==> src/rtl/vga_sync_receiver.sv <==
// VGA sync receiver: recovers active-area x/y from an hsync/vsync/wen stream
// and tracks timing lock against the configured horizontal/vertical timing.
package vga_timing_pkg;
  typedef struct packed {
    int unsigned A_FRONT_PORCH;
    int unsigned A_SYNC;
    int unsigned A_BACK_PORCH;
    int unsigned A_VISIBLE;
    int unsigned A_TOTAL;
  } vga_timing_cfg_t;

  localparam vga_timing_cfg_t VGA_640X480_H_TIMING = '{
    A_FRONT_PORCH: 16, A_SYNC: 96, A_BACK_PORCH: 48, A_VISIBLE: 640, A_TOTAL: 800};
  localparam vga_timing_cfg_t VGA_640X480_V_TIMING = '{
    A_FRONT_PORCH: 10, A_SYNC: 2, A_BACK_PORCH: 33, A_VISIBLE: 480, A_TOTAL: 525};
endpackage

module vga_sync_receiver
  import vga_timing_pkg::*;
#(
  parameter vga_timing_cfg_t H_CFG       = VGA_640X480_H_TIMING,
  parameter vga_timing_cfg_t V_CFG       = VGA_640X480_V_TIMING,
  parameter int unsigned     LOCK_FRAMES = 2
) (
  input  logic                                i_clk,
  input  logic                                i_rstn,
  input  logic                                i_en,
  input  logic                                i_hsync,
  input  logic                                i_vsync,
  input  logic                                i_wen,
  output logic [$clog2(H_CFG.A_VISIBLE)-1:0]  o_x,
  output logic [$clog2(V_CFG.A_VISIBLE)-1:0]  o_y,
  output logic                                o_valid,
  output logic                                o_locked,
  output logic                                o_frame_start,
  output logic                                o_err
);

  localparam int HW = $clog2(H_CFG.A_TOTAL);
  localparam int VW = $clog2(V_CFG.A_TOTAL);
  localparam int XW = $clog2(H_CFG.A_VISIBLE);
  localparam int YW = $clog2(V_CFG.A_VISIBLE);
  localparam int GW = $clog2(LOCK_FRAMES + 1);

  localparam logic [HW-1:0] H_LAST  = HW'(H_CFG.A_TOTAL - 1);
  localparam logic [HW-1:0] H_START = HW'(H_CFG.A_SYNC + H_CFG.A_BACK_PORCH);
  localparam logic [HW-1:0] H_END   = HW'(H_CFG.A_SYNC + H_CFG.A_BACK_PORCH + H_CFG.A_VISIBLE - 1);
  localparam logic [HW:0]   H_SYNCW = (HW+1)'(H_CFG.A_SYNC);
  localparam logic [VW-1:0] V_LAST  = VW'(V_CFG.A_TOTAL - 1);
  localparam logic [VW-1:0] V_START = VW'(V_CFG.A_SYNC + V_CFG.A_BACK_PORCH);
  localparam logic [VW-1:0] V_END   = VW'(V_CFG.A_SYNC + V_CFG.A_BACK_PORCH + V_CFG.A_VISIBLE - 1);
  localparam logic [VW:0]   V_SYNCW = (VW+1)'(V_CFG.A_SYNC);
  localparam logic [GW-1:0] G_LAST  = GW'(LOCK_FRAMES - 1);

  typedef enum logic [1:0] {SEARCH, CHECK, LOCKED} state_t;

  logic          hs_s, hs_p, vs_s, vs_p, wen_s;
  logic [HW-1:0] h_cnt, h_cur;
  logic [VW-1:0] v_cnt, v_cur;
  logic [HW:0]   hs_w;
  logic [VW:0]   vs_lines;
  logic          v_pend;
  logic          hfall, hrise, vfall, vrise, frame_edge, win, fail;
  state_t        state, state_n;
  logic [GW-1:0] good, good_n;
  logic [XW-1:0] x_n;
  logic [YW-1:0] y_n;
  logic          valid_n, fs_n, err_n;

  always_ff @(posedge i_clk or negedge i_rstn) begin
    if (!i_rstn) begin
      hs_s  <= 1'b1;
      hs_p  <= 1'b1;
      vs_s  <= 1'b1;
      vs_p  <= 1'b1;
      wen_s <= 1'b0;
    end else if (i_en) begin
      hs_p  <= hs_s;
      hs_s  <= i_hsync;
      vs_p  <= vs_s;
      vs_s  <= i_vsync;
      wen_s <= i_wen;
    end
  end

  // Counts for the current stage-1 sample; registers hold the previous sample's view.
  always_comb begin
    hfall      = hs_p & ~hs_s;
    hrise      = ~hs_p & hs_s;
    vfall      = vs_p & ~vs_s;
    vrise      = ~vs_p & vs_s;
    frame_edge = hfall & v_pend;
    h_cur      = hfall ? '0 : ((h_cnt == '1) ? h_cnt : h_cnt + 1'b1);
    if (frame_edge)
      v_cur = '0;
    else if (hfall && v_cnt != '1)
      v_cur = v_cnt + 1'b1;
    else
      v_cur = v_cnt;
    win  = (h_cur >= H_START) && (h_cur <= H_END) && (v_cur >= V_START) && (v_cur <= V_END);
    fail = (hfall && h_cnt != H_LAST) || (hrise && hs_w != H_SYNCW) ||
           (frame_edge && v_cnt != V_LAST) || (vrise && vs_lines != V_SYNCW) ||
           (wen_s != win);
  end

  always_ff @(posedge i_clk or negedge i_rstn) begin
    if (!i_rstn) begin
      h_cnt    <= '0;
      v_cnt    <= '0;
      hs_w     <= '0;
      vs_lines <= '0;
      v_pend   <= 1'b0;
    end else if (i_en) begin
      h_cnt  <= h_cur;
      v_cnt  <= v_cur;
      v_pend <= vfall | (v_pend & ~frame_edge);
      if (hfall)
        hs_w <= (HW+1)'(1);
      else if (!hs_s && hs_w != '1)
        hs_w <= hs_w + 1'b1;
      if (vfall)
        vs_lines <= hfall ? (VW+1)'(1) : '0;
      else if (!vs_s && hfall && vs_lines != '1)
        vs_lines <= vs_lines + 1'b1;
    end
  end

  always_ff @(posedge i_clk or negedge i_rstn) begin
    if (!i_rstn) begin
      state <= SEARCH;
      good  <= '0;
    end else begin
      state <= state_n;
      good  <= good_n;
    end
  end

  // A failure outranks a simultaneous frame edge, so a bad frame never counts toward lock.
  always_comb begin
    state_n = state;
    good_n  = good;
    if (i_en) begin
      case (state)
        SEARCH: if (frame_edge) begin
          state_n = CHECK;
          good_n  = '0;
        end
        CHECK: if (fail) begin
          state_n = SEARCH;
        end else if (frame_edge) begin
          good_n = good + 1'b1;
          if (good == G_LAST) state_n = LOCKED;
        end
        LOCKED: if (fail) state_n = SEARCH;
        default: state_n = SEARCH;
      endcase
    end
  end

  always_comb begin
    err_n   = i_en && (state == LOCKED) && fail;
    valid_n = (state_n == LOCKED) && wen_s && win;
    x_n     = win ? XW'(h_cur - H_START) : '0;
    y_n     = win ? YW'(v_cur - V_START) : '0;
    fs_n    = valid_n && (x_n == '0) && (y_n == '0);
  end

  assign o_locked = (state == LOCKED);

  always_ff @(posedge i_clk or negedge i_rstn) begin
    if (!i_rstn) begin
      o_x           <= '0;
      o_y           <= '0;
      o_valid       <= 1'b0;
      o_frame_start <= 1'b0;
      o_err         <= 1'b0;
    end else if (i_en) begin
      o_x           <= x_n;
      o_y           <= y_n;
      o_valid       <= valid_n;
      o_frame_start <= fs_n;
      o_err         <= err_n;
    end else begin
      o_frame_start <= 1'b0;
      o_err         <= 1'b0;
    end
  end

endmodule

==> config.mk <==
export PLATFORM = sky130hd
export DESIGN_NAME = vga_sync_receiver
export DESIGN_NICKNAME = d
export VERILOG_FILES = /design/src/rtl/vga_sync_receiver.sv
export SDC_FILE = /design/constraint.sdc
export NUM_CORES = 1
export LEC_CHECK = 0
export CORE_ASPECT_RATIO = 2
export CORE_UTILIZATION = 55
export CTS_BUF_LIST = sky130_fd_sc_hd__clkbuf_8
export DETAILED_ROUTE_END_ITERATION = 6
export GPL_TIMING_DRIVEN = 0
export PLACE_DENSITY = 0.82
export SYNTH_ARGS = -nofsm -noshare
export SYNTH_HDL_FRONTEND = slang
export SYNTH_SLANG_ARGS = --single-unit
==> constraint.sdc <==
create_clock -name i_clk -period 4.6 [get_ports i_clk]
set_input_delay 0.92 -clock i_clk [delete_from_list [all_inputs] [get_ports i_clk]]
set_output_delay 0.92 -clock i_clk [all_outputs]
set_load 0.01 [all_outputs]
### Word level (Yosys, flattened, before mapping)

Cells that the tools add are included.

| storage, ports and cells | value |
|---|---|
| bits of input ports | 6 |
| word-level logic and storage cells | 112 |
| output and inout port bits | 23 |
| register bits after elaboration | 74 |

| operators by class | value |
|---|---|
| add/sub/neg operators | 7 |
| reductions and logical operators | 32 |
| mux-type cells | 24 |
| bitwise operators | 12 |
| order comparisons | 4 |
| eq/ne operators | 16 |

Operators with widths:

| cell | number |
|---|---|
| $mux 10 | 5 |
| $mux 11 | 4 |
| $ne 10x10->1 const B | 3 |
| $add 11x1->11 const B | 2 |
| $ne 11x11->1 const B | 2 |
| $add 10x1->10 const B | 2 |
| $le 10x10->1 const B | 2 |
| $mux 2 | 9 |
| $logic_and 1x1->1 | 17 |
| $ne 11x2->1 const B | 1 |
| $ne 11x7->1 const B | 1 |
| $eq 10x10->1 const B | 1 |
| $ge 10x6->1 const B | 1 |
| $ge 10x8->1 const B | 1 |
| $logic_not 10->1 | 1 |
| $sub 10x8->10 const B | 1 |
| $logic_not 9->1 | 1 |
| $mux 9 | 1 |
| $sub 9x6->9 const B | 1 |
| $and 1x1->1 | 6 |
| $ne 2x2->1 const B | 3 |
| $pmux 2 s3 | 1 |
| $reduce_bool 2->1 | 3 |
| $not 1->1 | 5 |
| 12 further kinds | 21 |

### Longest topological paths before layout

Gate-level depths: netlist (run 1).

| depth | value |
|---|---|
| depth after elaboration | 19 |
| mapped depth | 16 |
| depth with buffers taken out | 14 |

### Least setup slack after synthesis (run 1)

OpenSTA, ideal clock, no wires.

| timing path | value |
|---|---|
| kind | register to register |
| start | reg v_cnt[0] |
| end | reg state[0] |
| stages on the path, launching flop included | 17 |
| slack | 1.147 ns |
| clock period less this slack | 3.453 ns |
| data arrival time | 3.332 ns |
| data required time | 4.480 ns |
| path buffers | 2 |
| setup time | 0.120 ns |
| cells stage by stage | dfrtp_1 > ha_1 > and4_4 > buf_6 > a31o_2 > mux2_2 > nor2_1 > a21oi_1 > inv_1 > ha_1 > or4_4 > a21boi_2 > o21ai_2 > and3_4 > buf_6 > o21a_1 > a41o_1 |

| between the ends | value |
|---|---|
| longest elaborated chain between the ends | 12 |
| elaborated cells on any way between the ends | 19 |
| those cells by class | 1 x add/sub; 2 x order compare; 3 x eq/ne; 6 x mux; 7 x reduce/logical |

RTL lines:

| what | RTL line | RTL |
|---|---|---|
| start: declaration | 59 | `logic [VW-1:0] v_cnt, v_cur;` |
| start signal: assignment | 115 | `v_cnt <= v_cur;` |
| parallel branches: the longest is 2 deep, another holds $add 10x1->10 | n/a |  |
| $mux 10 * | 96 | `else if (hfall && v_cnt != '1)` |
| $mux 10 * | 94 | `if (frame_edge)` |
| named net v_cur[0] | 59 |  |
| $ge 10x6->1 | 100 | `win = (h_cur >= H_START) && (h_cur <= H_END) && (v_cur >= V_START) && (v_cur <= V_END);` |
| $logic_and 1x1->1 | 100 |  |
| $logic_and 1x1->1 * | 100 |  |
| $ne 1x1->1 * | 103 | `(wen_s != win);` |
| $logic_or 1x1->1 * | 102 | `(frame_edge && v_cnt != V_LAST) \|\| (vrise && vs_lines != V_SYNCW) \|\|` |
| $mux 2, on equally long branches | 154, 148 |  |
| $pmux 2 s3 * | 143 | `case (state)` |
| $mux 2 * | 142 | `if (i_en) begin` |
| named net state_n[0] | 64 | `state_t state, state_n;` |
| end signal: assignment | 133 | `state <= state_n;` |
| end: declaration | 64 |  |

Mark *: on every way through the listed nets, which the timed path passes.
A chain may end at the register's enable or synchronous reset.

### Worst setup path in the final report (run 1)

| timing path | value |
|---|---|
| start | reg hs_s |
| end | reg o_y[8] |

| between the ends | value |
|---|---|
| longest elaborated chain between the ends | 9 |
| elaborated cells on any way between the ends | 16 |
| those cells by class | 1 x add/sub; 4 x order compare; 4 x mux; 3 x bitwise; 4 x reduce/logical |

RTL lines:

| what | RTL line | RTL |
|---|---|---|
| start: declaration | 57 | `logic hs_s, hs_p, vs_s, vs_p, wen_s;` |
| start signal: assignment | 79 | `hs_s <= i_hsync;` |
| $not 1->1 * | 88 | `hfall = hs_p & ~hs_s;` |
| $and 1x1->1 * | 88 |  |
| $logic_and 1x1->1 | 96 |  |
| $mux 10 | 96 |  |
| $mux 10 * | 94 |  |
| named net v_cur[0] | 59 |  |
| $ge 10x6->1 | 100 |  |
| $logic_and 1x1->1 (2 in series) | 100 |  |
| $mux 9 * | 164 | `y_n = win ? YW'(v_cur - V_START) : '0;` |
| end signal: assignment | 179 | `o_y <= y_n;` |
| end: declaration | 32 | `output logic [$clog2(V_CFG.A_VISIBLE)-1:0] o_y,` |

Mark *: on every way through the listed nets, which the timed path passes. The rest lies on a longest branch.

==> results of run 1 <==
[final timing paths]
check / slack (ps) / depth (start not counted) / to / start
worst max register to register: 460 / 14 / o_y[8]$_DFFE_PN0P_ / hs_s$_DFFE_PN1P_
min in group asynchronous: 550 / 2 / hs_w[3]$_DFFE_PN0P_ / i_rstn
max in group asynchronous: 3720 / 2 / hs_p$_DFFE_PN1P_ / i_rstn
worst max-delay path: 460 / 14 / o_y[8]$_DFFE_PN0P_ / hs_s$_DFFE_PN1P_
worst min register to register: 480 / 2 / o_x[5]$_DFFE_PN0P_ / o_x[5]$_DFFE_PN0P_
worst min-delay path: 480 / 2 / o_x[5]$_DFFE_PN0P_ / o_x[5]$_DFFE_PN0P_
[placed cells by master, fill, tap and decap left out, drive strengths merged, types with 4 or more instances in the layout]
master / instances
nand2: 56
a31oi: 8
clkinv: 5
or3: 8
mux2i: 5
buf: 21
dfstp: 4
dfrtp: 70
xnor2: 10
and2: 10
nand3: 25
nor3: 12
clkdlybuf4s50: 26
o2bb2ai: 8
nand4: 10
nor2: 50
o211ai: 4
o311ai: 4
o21ai: 33
a21oi: 28
and3: 8
inv: 35
a41o: 4
nor4: 9
xor2: 10
and4: 4
o22ai: 7
clkbuf: 18
ha: 13
mux2: 13
[metal layers]
layer / share of wire / vias up / track usage
li1: - / 1974 / -
met2: 0.54 / 142 / 0.5253
met1: 0.38 / 2051 / 0.3371
met3: 0.043 / 45 / 0.05816
met5: 0 / - / 0
met4: 0.046 / 0 / 0.1726
[worst max-delay path: cells and delay by family, from the launching register on]
| kind | cells | cell delay [ps] |
|---|---|---|
| and+or+nand+nor | 4 | 1220 |
| AOI/OAI and AO/OA | 5 | 910 |
| DFF | 1 | 590 |
| adders and majority gates | 1 | 260 |
| buffers and inverters | 3 | 860 |
| muxes | 1 | 160 |
[cells by family (layout without fill, tap and decap cells)]
kind of cell / after synthesis / after routing / share of synthesized area
fa+ha+maj: 13 / 13 / 0.03520
buf+inv: 63 / 106 / 0.06228
compound gates: 128 / 128 / 0.1914
mux: 18 / 18 / 0.04251
simple gates: 210 / 210 / 0.2288
flops: 74 / 74 / 0.4018
xor+xnor: 20 / 20 / 0.03791
[through the flow]
| stage | instance area [um^2] | utilization |
|---|---|---|
| floorplan | 4621 | - |
| global placement | 5014 | 0.6090 |
| detailed placement | 5039 | 0.6120 |
| CTS | 5221 | 0.6342 |
| global route | 5221 | 0.6342 |
| finish | 5221 | 0.6342 |
[power by group through the flow]
stage	Sequential, mW	Clock, mW	Combinational [mW]
floorplan	0.794	0	0.437
global placement	0.811	0	0.566
detailed placement	0.818	0	0.589
CTS	0.808	0.494	0.595
global route	0.823	0.526	0.666
finish	0.810	0.489	0.602
[area by class of cell]
class                   count  area, um^2  area share
well taps                  98       122.6     0.02348
flip-flops and latches     74        1857      0.3556
clock inverters             6       58.81     0.01126
multi-input cells         389        2476      0.4742
repair buffers             28       295.3     0.05655
inverters                  35       131.4     0.02516
plain buffers              28       156.4     0.02995
clock buffers               9       123.9     0.02372
[state kept, by name, indices dropped and copies added, names as in the netlist, 2 cells and up]
| register | count |
|---|---|
| good | 2 |
| h_cnt | 10 |
| hs_w | 11 |
| o_x | 10 |
| o_y | 9 |
| state | 2 |
| v_cnt | 10 |
| vs_lines | 11 |
==> impl_metrics.prom, run 1 <==
# TYPE chip_impl_metric gauge
chip_impl_metric{name="worst_skew_pair.late_latency",unit="ps"} 370
chip_impl_metric{name="clock_tree.buffer_depth",unit=""} 2
chip_impl_metric{name="combPwrFrac",unit=""} 0.317
chip_impl_info{name="synth.cells.most_frequent",value="70 x sky130_fd_sc_hd__dfrtp_1, 56 x sky130_fd_sc_hd__nand2_1, 50 x sky130_fd_sc_hd__nor2_1"} 1
chip_impl_metric{name="clock_sinks",unit=""} 74
chip_impl_metric{name="core",unit="um^2"} 8233
chip_impl_metric{name="power_switching",unit="uW"} 703.8
chip_impl_metric{name="cts_setup_buffers",unit=""} 0
chip_impl_info{name="cts_tree",value="done"} 1
chip_impl_metric{name="io-pin-count",unit=""} 29
chip_impl_info{name="critical_path.cell_chain",value="nand2b_1 -> clkbuf_1 -> a31o_2 -> mux2_2 -> nor2_1 -> a21oi_1 -> inv_1 -> ha_1 -> or4_4 -> a21boi_2 -> o21ai_2 -> nand2_1 -> buf_2 -> o22ai_1"} 1
chip_impl_metric{name="placed_cells",unit=""} 652
chip_impl_metric{name="antenna_found_initial",unit=""} 0
chip_impl_metric{name="detail_route.wl_per_cell",unit="um"} 18.48
chip_impl_metric{name="yosysWarningCount",unit=""} 0
chip_impl_info{name="synthFlopType",value="sky130_fd_sc_hd__dfrtp_1"} 1
chip_impl_metric{name="post_synthesis_net_count",unit=""} 545
chip_impl_metric{name="power.share.clock",unit=""} 0.257
chip_impl_metric{name="finalClockSkew",unit="ps"} 14.30
chip_impl_metric{name="layout_worst_path_cycle_share",unit=""} 0.9009
chip_impl_info{name="root_buffer",value="sky130_fd_sc_hd__clkbuf_8"} 1
chip_impl_metric{name="numCtsBuffers",unit=""} 9
chip_impl_metric{name="final_nets",unit=""} 584
chip_impl_metric{name="synth_top_cell_area_share",unit=""} 0.3791
chip_impl_metric{name="dieArea",unit="um^2"} 8794
chip_impl_metric{name="finalHoldViolations",unit=""} 0
chip_impl_metric{name="power_leakage",unit="nW"} 2.203
chip_impl_metric{name="grt_util_all_layers",unit=""} 0.3062
chip_impl_metric{name="route.final.wire_length",unit="mm"} 12.33
chip_impl_metric{name="grt_pass1_vias",unit=""} 4260
chip_impl_info{name="synth_top_area_cell",value="sky130_fd_sc_hd__dfrtp_1"} 1
chip_impl_metric{name="gp_routability_congestion",unit=""} 1.002
chip_impl_info{name="grt_setup_unrepaired",value="no"} 1
chip_impl_metric{name="detailedRoute.firstPassIterationCount",unit=""} 7
chip_impl_info{name="ys_top_cells_by_area",value="sky130_fd_sc_hd__dfrtp_1 38%, sky130_fd_sc_hd__nand2_1 4.5%, sky130_fd_sc_hd__nor2_1 4.1%, sky130_fd_sc_hd__ha_1 3.5%, sky130_fd_sc_hd__mux2_2 3.2%"} 1
chip_impl_metric{name="synth.ff_latch_count",unit=""} 74
chip_impl_metric{name="filler_cells",unit=""} 719
chip_impl_metric{name="fin_total_pwr",unit="mW"} 1.901
chip_impl_metric{name="grt_first_pass_wirelength",unit="mm"} 20.45
chip_impl_metric{name="setup_total_negative_slack",unit="ps"} 0
chip_impl_metric{name="switching_share",unit=""} 0.3701
chip_impl_metric{name="count_of_standard_cell_rows",unit=""} 47
chip_impl_metric{name="antenna_violating_nets_post_route",unit=""} 0
chip_impl_metric{name="cts.reportedPaths.clkPinSlew",unit="ps"} 80
chip_impl_metric{name="ir_drop",unit="mV"} 0.1905
chip_impl_info{name="outcome",value="finished with violations"} 1
chip_impl_metric{name="cp_max_fo",unit=""} 10
chip_impl_metric{name="start_util",unit=""} 0.5612
chip_impl_metric{name="relSlewSlack",unit=""} 0.1609
chip_impl_metric{name="pre_cts_slack",unit="ps"} 515.5
chip_impl_metric{name="layout.cells.non_filler",unit=""} 667
chip_impl_metric{name="layout_min_cycle_time",unit="ps"} 4144
chip_impl_metric{name="postCtsResizedCells",unit=""} 0
chip_impl_info{name="timing.critical_path.from_type",value="flop"} 1
chip_impl_metric{name="clock.fmax",unit="GHz"} 0.2413
chip_impl_metric{name="largest_net_degree_at_the_start_of_global_routing",unit=""} 75
chip_impl_info{name="crit_type",value="reg2reg"} 1
chip_impl_metric{name="worst-slew-pin-transition",unit="ps"} 1250
chip_impl_metric{name="finalMaxSlewViolations",unit=""} 0
chip_impl_metric{name="drtIter0Drc",unit=""} 432
chip_impl_info{name="hp-class",value="reg2reg"} 1
chip_impl_metric{name="largest_stage_delay_on_the_critical_path",unit="ps"} 590
chip_impl_metric{name="layout_setup_ws",unit="ps"} 455.7
chip_impl_info{name="cp_slowest_cell",value="sky130_fd_sc_hd__dfstp_2"} 1
chip_impl_info{name="synth_most_common_cell",value="sky130_fd_sc_hd__dfrtp_1"} 1
chip_impl_metric{name="synthToLayoutAreaGrowth",unit="%"} 13.00
chip_impl_metric{name="asyncSetResetFlopFracSynth",unit=""} 1.000
chip_impl_metric{name="fp.dieW",unit="um"} 66.81
chip_impl_metric{name="post_drt_via_cell_ratio",unit=""} 6.315
chip_impl_metric{name="ctsHtreeMaxLevel",unit=""} 3
chip_impl_metric{name="num_vias",unit=""} 4212
chip_impl_metric{name="cellInternalPower",unit="mW"} 1.198
chip_impl_metric{name="synth_enable_flop_cells",unit=""} 0
chip_impl_metric{name="netlist-cell-type-count",unit=""} 68
chip_impl_metric{name="finalSetupViolCount",unit=""} 0
chip_impl_metric{name="sequentialPowerShare",unit=""} 0.426
chip_impl_metric{name="timing.max_cap.violations",unit=""} 0
chip_impl_metric{name="post_cts_hold_buffer_count",unit=""} 0
chip_impl_metric{name="worst-endpoint-arrival",unit="ps"} 4370
chip_impl_metric{name="dieHeight",unit="um"} 131.6
chip_impl_metric{name="drc",unit=""} 1
chip_impl_metric{name="required",unit="ps"} 4830
chip_impl_info{name="violated_checks",value="DRC"} 1
chip_impl_metric{name="postSynthAreaPerCell",unit="um^2"} 8.785
chip_impl_metric{name="grt-ovfl-total",unit=""} 0
chip_impl_metric{name="hpwlAfterDp",unit="mm"} 9.132
chip_impl_metric{name="place.port_buffers",unit=""} 27
chip_impl_metric{name="netlist_instances",unit=""} 526
chip_impl_metric{name="yosysSeqAreaShare",unit=""} 0.4018
chip_impl_info{name="endpoint_kind",value="flop"} 1
chip_impl_metric{name="power.density_cell_area",unit="nW/um^2"} 364.2
chip_impl_metric{name="holdWs",unit="ps"} 483.3
chip_impl_metric{name="post_route_cells_drive_above_1_share",unit=""} 0.1072
chip_impl_metric{name="syn-cell-area",unit="um^2"} 4621
chip_impl_metric{name="diodes",unit=""} 0
(Power assumes the default switching activity.)
==> run 2: changes to the inputs <==
- ABC_AREA: not set -> 1
==> impl_metrics.prom, run 2 <==
# TYPE chip_impl_metric gauge
chip_impl_info{name="outcome",value="finished clean"} 1
chip_impl_metric{name="io-pin-count",unit=""} 29
chip_impl_metric{name="finalSetupViolCount",unit=""} 0
chip_impl_metric{name="postPlaceCellArea",unit="um^2"} 5190
chip_impl_info{name="r2r-start",value="h_cnt[0]$_DFFE_PN0P_"} 1
chip_impl_metric{name="layout_setup_ws",unit="ps"} 1337
chip_impl_metric{name="syn-cell-area",unit="um^2"} 4762
chip_impl_info{name="cts_tree",value="done"} 1
chip_impl_metric{name="worst-r2r-setup-slack",unit="ps"} 1340
chip_impl_info{name="crit_family",value="simple AND/OR/NAND/NOR gates"} 1
chip_impl_metric{name="post_route_standard_cell_area_excluding_fillers",unit="um^2"} 5390
chip_impl_metric{name="ctsHtreeMaxLevel",unit=""} 3
chip_impl_metric{name="diodes",unit=""} 0
chip_impl_metric{name="layout_min_cycle_time",unit="ps"} 3263
chip_impl_metric{name="fp.dieW",unit="um"} 67.80
chip_impl_metric{name="pre_cts_slack",unit="ps"} 1118
chip_impl_metric{name="post_drt_via_cell_ratio",unit=""} 5.823
chip_impl_metric{name="post_synthesis_net_count",unit=""} 679
chip_impl_info{name="crit_type",value="reg2reg"} 1
chip_impl_metric{name="drtIter0Drc",unit=""} 329
chip_impl_metric{name="clock_tree.buffer_depth",unit=""} 2
chip_impl_metric{name="grt_first_pass_wirelength",unit="mm"} 21.63
chip_impl_metric{name="clock_sinks",unit=""} 74
chip_impl_metric{name="post_route_cells_drive_above_1_share",unit=""} 0.1163
chip_impl_metric{name="multi_input_comb_area",unit="um^2"} 2476
chip_impl_metric{name="holdWs",unit="ps"} 441.8
chip_impl_metric{name="worst_skew_pair.late_latency",unit="ps"} 360
chip_impl_metric{name="grt-ovfl-total",unit=""} 0
chip_impl_metric{name="final_cell_utilization_of_the_core",unit=""} 0.6455
chip_impl_metric{name="layout_worst_path_cycle_share",unit=""} 0.7093
chip_impl_metric{name="setup_total_negative_slack",unit="ps"} 0
chip_impl_metric{name="postCtsResizedCells",unit=""} 0
chip_impl_metric{name="dieArea",unit="um^2"} 9057
chip_impl_metric{name="power_leakage",unit="nW"} 2.592
chip_impl_metric{name="gp_routability_congestion",unit=""} 0.9569
chip_impl_metric{name="core",unit="um^2"} 8351
chip_impl_metric{name="yosysWarningCount",unit=""} 0
chip_impl_metric{name="cp.buffers_inverters",unit=""} 1
chip_impl_metric{name="route.final.wire_length",unit="mm"} 13.13
chip_impl_metric{name="post_cts_hold_buffer_count",unit=""} 0
chip_impl_info{name="synthFlopType",value="sky130_fd_sc_hd__dfrtp_1"} 1
chip_impl_metric{name="r2r.worst_path.cells",unit=""} 19
chip_impl_metric{name="antenna_violating_nets_post_route",unit=""} 0
chip_impl_info{name="hp-class",value="in2async"} 1
chip_impl_info{name="critical_path.cell_chain",value="ha_1 -> nand2_2 -> nor2_2 -> xor2_1 -> o21ai_1 -> ha_1 -> nand2_1 -> o21bai_1 -> inv_1 -> nand2_1 -> nand2_1 -> nor2_2 -> nand2_2 -> nand2_1 -> nand3_2 -> nand2_1 -> nand2_1 -> nand2_1 -> o21ai_1"} 1
chip_impl_metric{name="dieHeight",unit="um"} 133.6
chip_impl_metric{name="antenna_found_initial",unit=""} 0
chip_impl_metric{name="netlist-cell-type-count",unit=""} 41
chip_impl_metric{name="yosysSeqAreaShare",unit=""} 0.3899
chip_impl_metric{name="synth.ff_latch_count",unit=""} 74
chip_impl_metric{name="grt_pass1_vias",unit=""} 4721
chip_impl_metric{name="largest_stage_delay_on_the_critical_path",unit="ps"} 490
chip_impl_metric{name="required",unit="ps"} 4850
chip_impl_info{name="ys_top_cells_by_area",value="sky130_fd_sc_hd__dfrtp_1 37%, sky130_fd_sc_hd__nand2_1 14%, sky130_fd_sc_hd__inv_1 6.6%, sky130_fd_sc_hd__nand3_1 5.4%, sky130_fd_sc_hd__o21ai_0 4.8%"} 1
chip_impl_info{name="root_buffer",value="sky130_fd_sc_hd__clkbuf_8"} 1
chip_impl_metric{name="place.port_buffers",unit=""} 28
chip_impl_metric{name="finalClockSkew",unit="ps"} 11.44
chip_impl_metric{name="netlist_instances",unit=""} 660
chip_impl_metric{name="synthToLayoutAreaGrowth",unit="%"} 13.19
chip_impl_metric{name="placed_cells",unit=""} 787
chip_impl_info{name="endpoint_kind",value="flop"} 1
chip_impl_metric{name="layout.cells.non_filler",unit=""} 803
chip_impl_info{name="synth_top_area_cell",value="sky130_fd_sc_hd__dfrtp_1"} 1
chip_impl_metric{name="finalHoldViolations",unit=""} 0
chip_impl_metric{name="grt_util_all_layers",unit=""} 0.3243
chip_impl_metric{name="final_nets",unit=""} 719
chip_impl_metric{name="cts.reportedPaths.clkPinSlew",unit="ps"} 80
chip_impl_metric{name="ir_drop",unit="mV"} 0.1973
chip_impl_metric{name="postSynthAreaPerCell",unit="um^2"} 7.215
chip_impl_metric{name="synth_enable_flop_cells",unit=""} 0
chip_impl_metric{name="asyncSetResetFlopFracSynth",unit=""} 1.000
chip_impl_metric{name="regArea",unit="um^2"} 1857
chip_impl_metric{name="hpwlAfterDp",unit="mm"} 10.14
chip_impl_metric{name="clock.fmax",unit="GHz"} 0.3065
chip_impl_metric{name="numCtsBuffers",unit=""} 9
chip_impl_metric{name="power.density_cell_area",unit="nW/um^2"} 340.2
chip_impl_metric{name="fin_total_pwr",unit="mW"} 1.834
chip_impl_metric{name="largest_net_degree_at_the_start_of_global_routing",unit=""} 56
chip_impl_metric{name="filler_cells",unit=""} 704
chip_impl_info{name="r2r_endpoint",value="good[1]$_DFFE_PN0P_"} 1
chip_impl_info{name="crit_path_frequent_cell",value="sky130_fd_sc_hd__nand2_1"} 1
chip_impl_metric{name="detail_route.wl_per_cell",unit="um"} 16.35
chip_impl_metric{name="start_util",unit=""} 0.5703
chip_impl_metric{name="cts_setup_buffers",unit=""} 0
chip_impl_metric{name="worst-slew-pin-transition",unit="ps"} 553.5
chip_impl_info{name="synth.cells.most_frequent",value="177 x sky130_fd_sc_hd__nand2_1, 84 x sky130_fd_sc_hd__inv_1, 70 x sky130_fd_sc_hd__dfrtp_1"} 1
chip_impl_info{name="grt_setup_unrepaired",value="no"} 1
chip_impl_metric{name="worst-endpoint-arrival",unit="ps"} 3520
chip_impl_metric{name="drc",unit=""} 0
chip_impl_metric{name="detailedRoute.firstPassIterationCount",unit=""} 5
chip_impl_metric{name="count_of_standard_cell_rows",unit=""} 47
chip_impl_info{name="timing.critical_path.from_type",value="flop"} 1
chip_impl_info{name="cp_slowest_cell",value="sky130_fd_sc_hd__dfrtp_1"} 1
chip_impl_metric{name="synth_top_cell_area_share",unit=""} 0.3678
chip_impl_metric{name="finalMaxSlewViolations",unit=""} 0
chip_impl_info{name="synth_most_common_cell",value="sky130_fd_sc_hd__nand2_1"} 1
chip_impl_metric{name="num_vias",unit=""} 4676
chip_impl_info{name="most-common-layout-cells",value="177 x sky130_fd_sc_hd__nand2_1, 87 x sky130_fd_sc_hd__inv_1, 70 x sky130_fd_sc_hd__dfrtp_1"} 1
chip_impl_info{name="layout_top_registers",value="hs_w: 11 flops, vs_lines: 11 flops"} 1
chip_impl_info{name="mostFrequentLayoutCell",value="sky130_fd_sc_hd__nand2_1"} 1
chip_impl_metric{name="timing.max_cap.violations",unit=""} 0
chip_impl_metric{name="relSlewSlack",unit=""} 0.6310
chip_impl_metric{name="cp_max_fo",unit=""} 7
-- run 2: cell count changes after synthesis, moves of 9 or more --
cell	previous run	this run
sky130_fd_sc_hd__a21oi_1	28	19
sky130_fd_sc_hd__nand3_1	24	51
sky130_fd_sc_hd__o21ai_0	29	46
sky130_fd_sc_hd__nand4_1	9	22
sky130_fd_sc_hd__xnor2_1	10	1
sky130_fd_sc_hd__inv_1	35	84
sky130_fd_sc_hd__nand2_1	56	177
sky130_fd_sc_hd__mux2_2	13	0
sky130_fd_sc_hd__nand3_2	1	12
sky130_fd_sc_hd__nand2_2	0	13
sky130_fd_sc_hd__and2_1	10	0
sky130_fd_sc_hd__o31ai_1	2	11
-- run 2: final cells by class --
type	instances	area share
sequential	74	0.3445
tap	98	0.02275
buffer	15	0.01439
clock inverter	5	0.009053
multi-input combinational	478	0.4594
timing repair buffer	29	0.05664
inverter	93	0.06523
clock buffer	11	0.02809
-- run 2: worst max path at each step --
stage | start | to | slack [ps] | depth (start not counted)
floorplan | h_cnt[0]$_DFFE_PN0P_ | good[0]$_DFFE_PN0P_ | 1940 | 22
global placement | i_rstn | o_y[7]$_DFFE_PN0P_ | 50 | 1
detailed placement | i_en | vs_lines[8]$_DFFE_PN0P_ | 1120 | 13
CTS | h_cnt[0]$_DFFE_PN0P_ | good[1]$_DFFE_PN0P_ | 1360 | 20
global route | h_cnt[0]$_DFFE_PN0P_ | good[0]$_DFFE_PN0P_ | 1020 | 19
finish | h_cnt[0]$_DFFE_PN0P_ | good[1]$_DFFE_PN0P_ | 1340 | 19
-- run 2: where the power goes --
part	leakage (nW)	internal (mW)	switching [mW]
sequential	0.993	0.713	0.0660
combinational	1.49	0.165	0.371
clock	0.109	0.275	0.245
total	2.59	1.15	0.682
-- run 2: logic make-up (layout without fill, tap and decap cells) --
group                      Yosys count  after routing  share of synthesized area
and+or+nand+nor                    364            364                     0.3602
xor gates and xnor gates             5              5                   0.009196
buffers and inverters              108            153                    0.09012
adders and majority gates           13             13                    0.03416
AOI/OAI and AO/OA                   96             96                     0.1164
DFF                                 74             74                     0.3899
-- run 2: layer usage --
metal  vias to the layer above  global-route usage  wire (um)
met5                         -                   0          0
met4                         0              0.2303        866
met1                      2239              0.3167       4677
met3                        59             0.05993        536
met2                       149              0.5748       7048
li1                       2229                   -          -
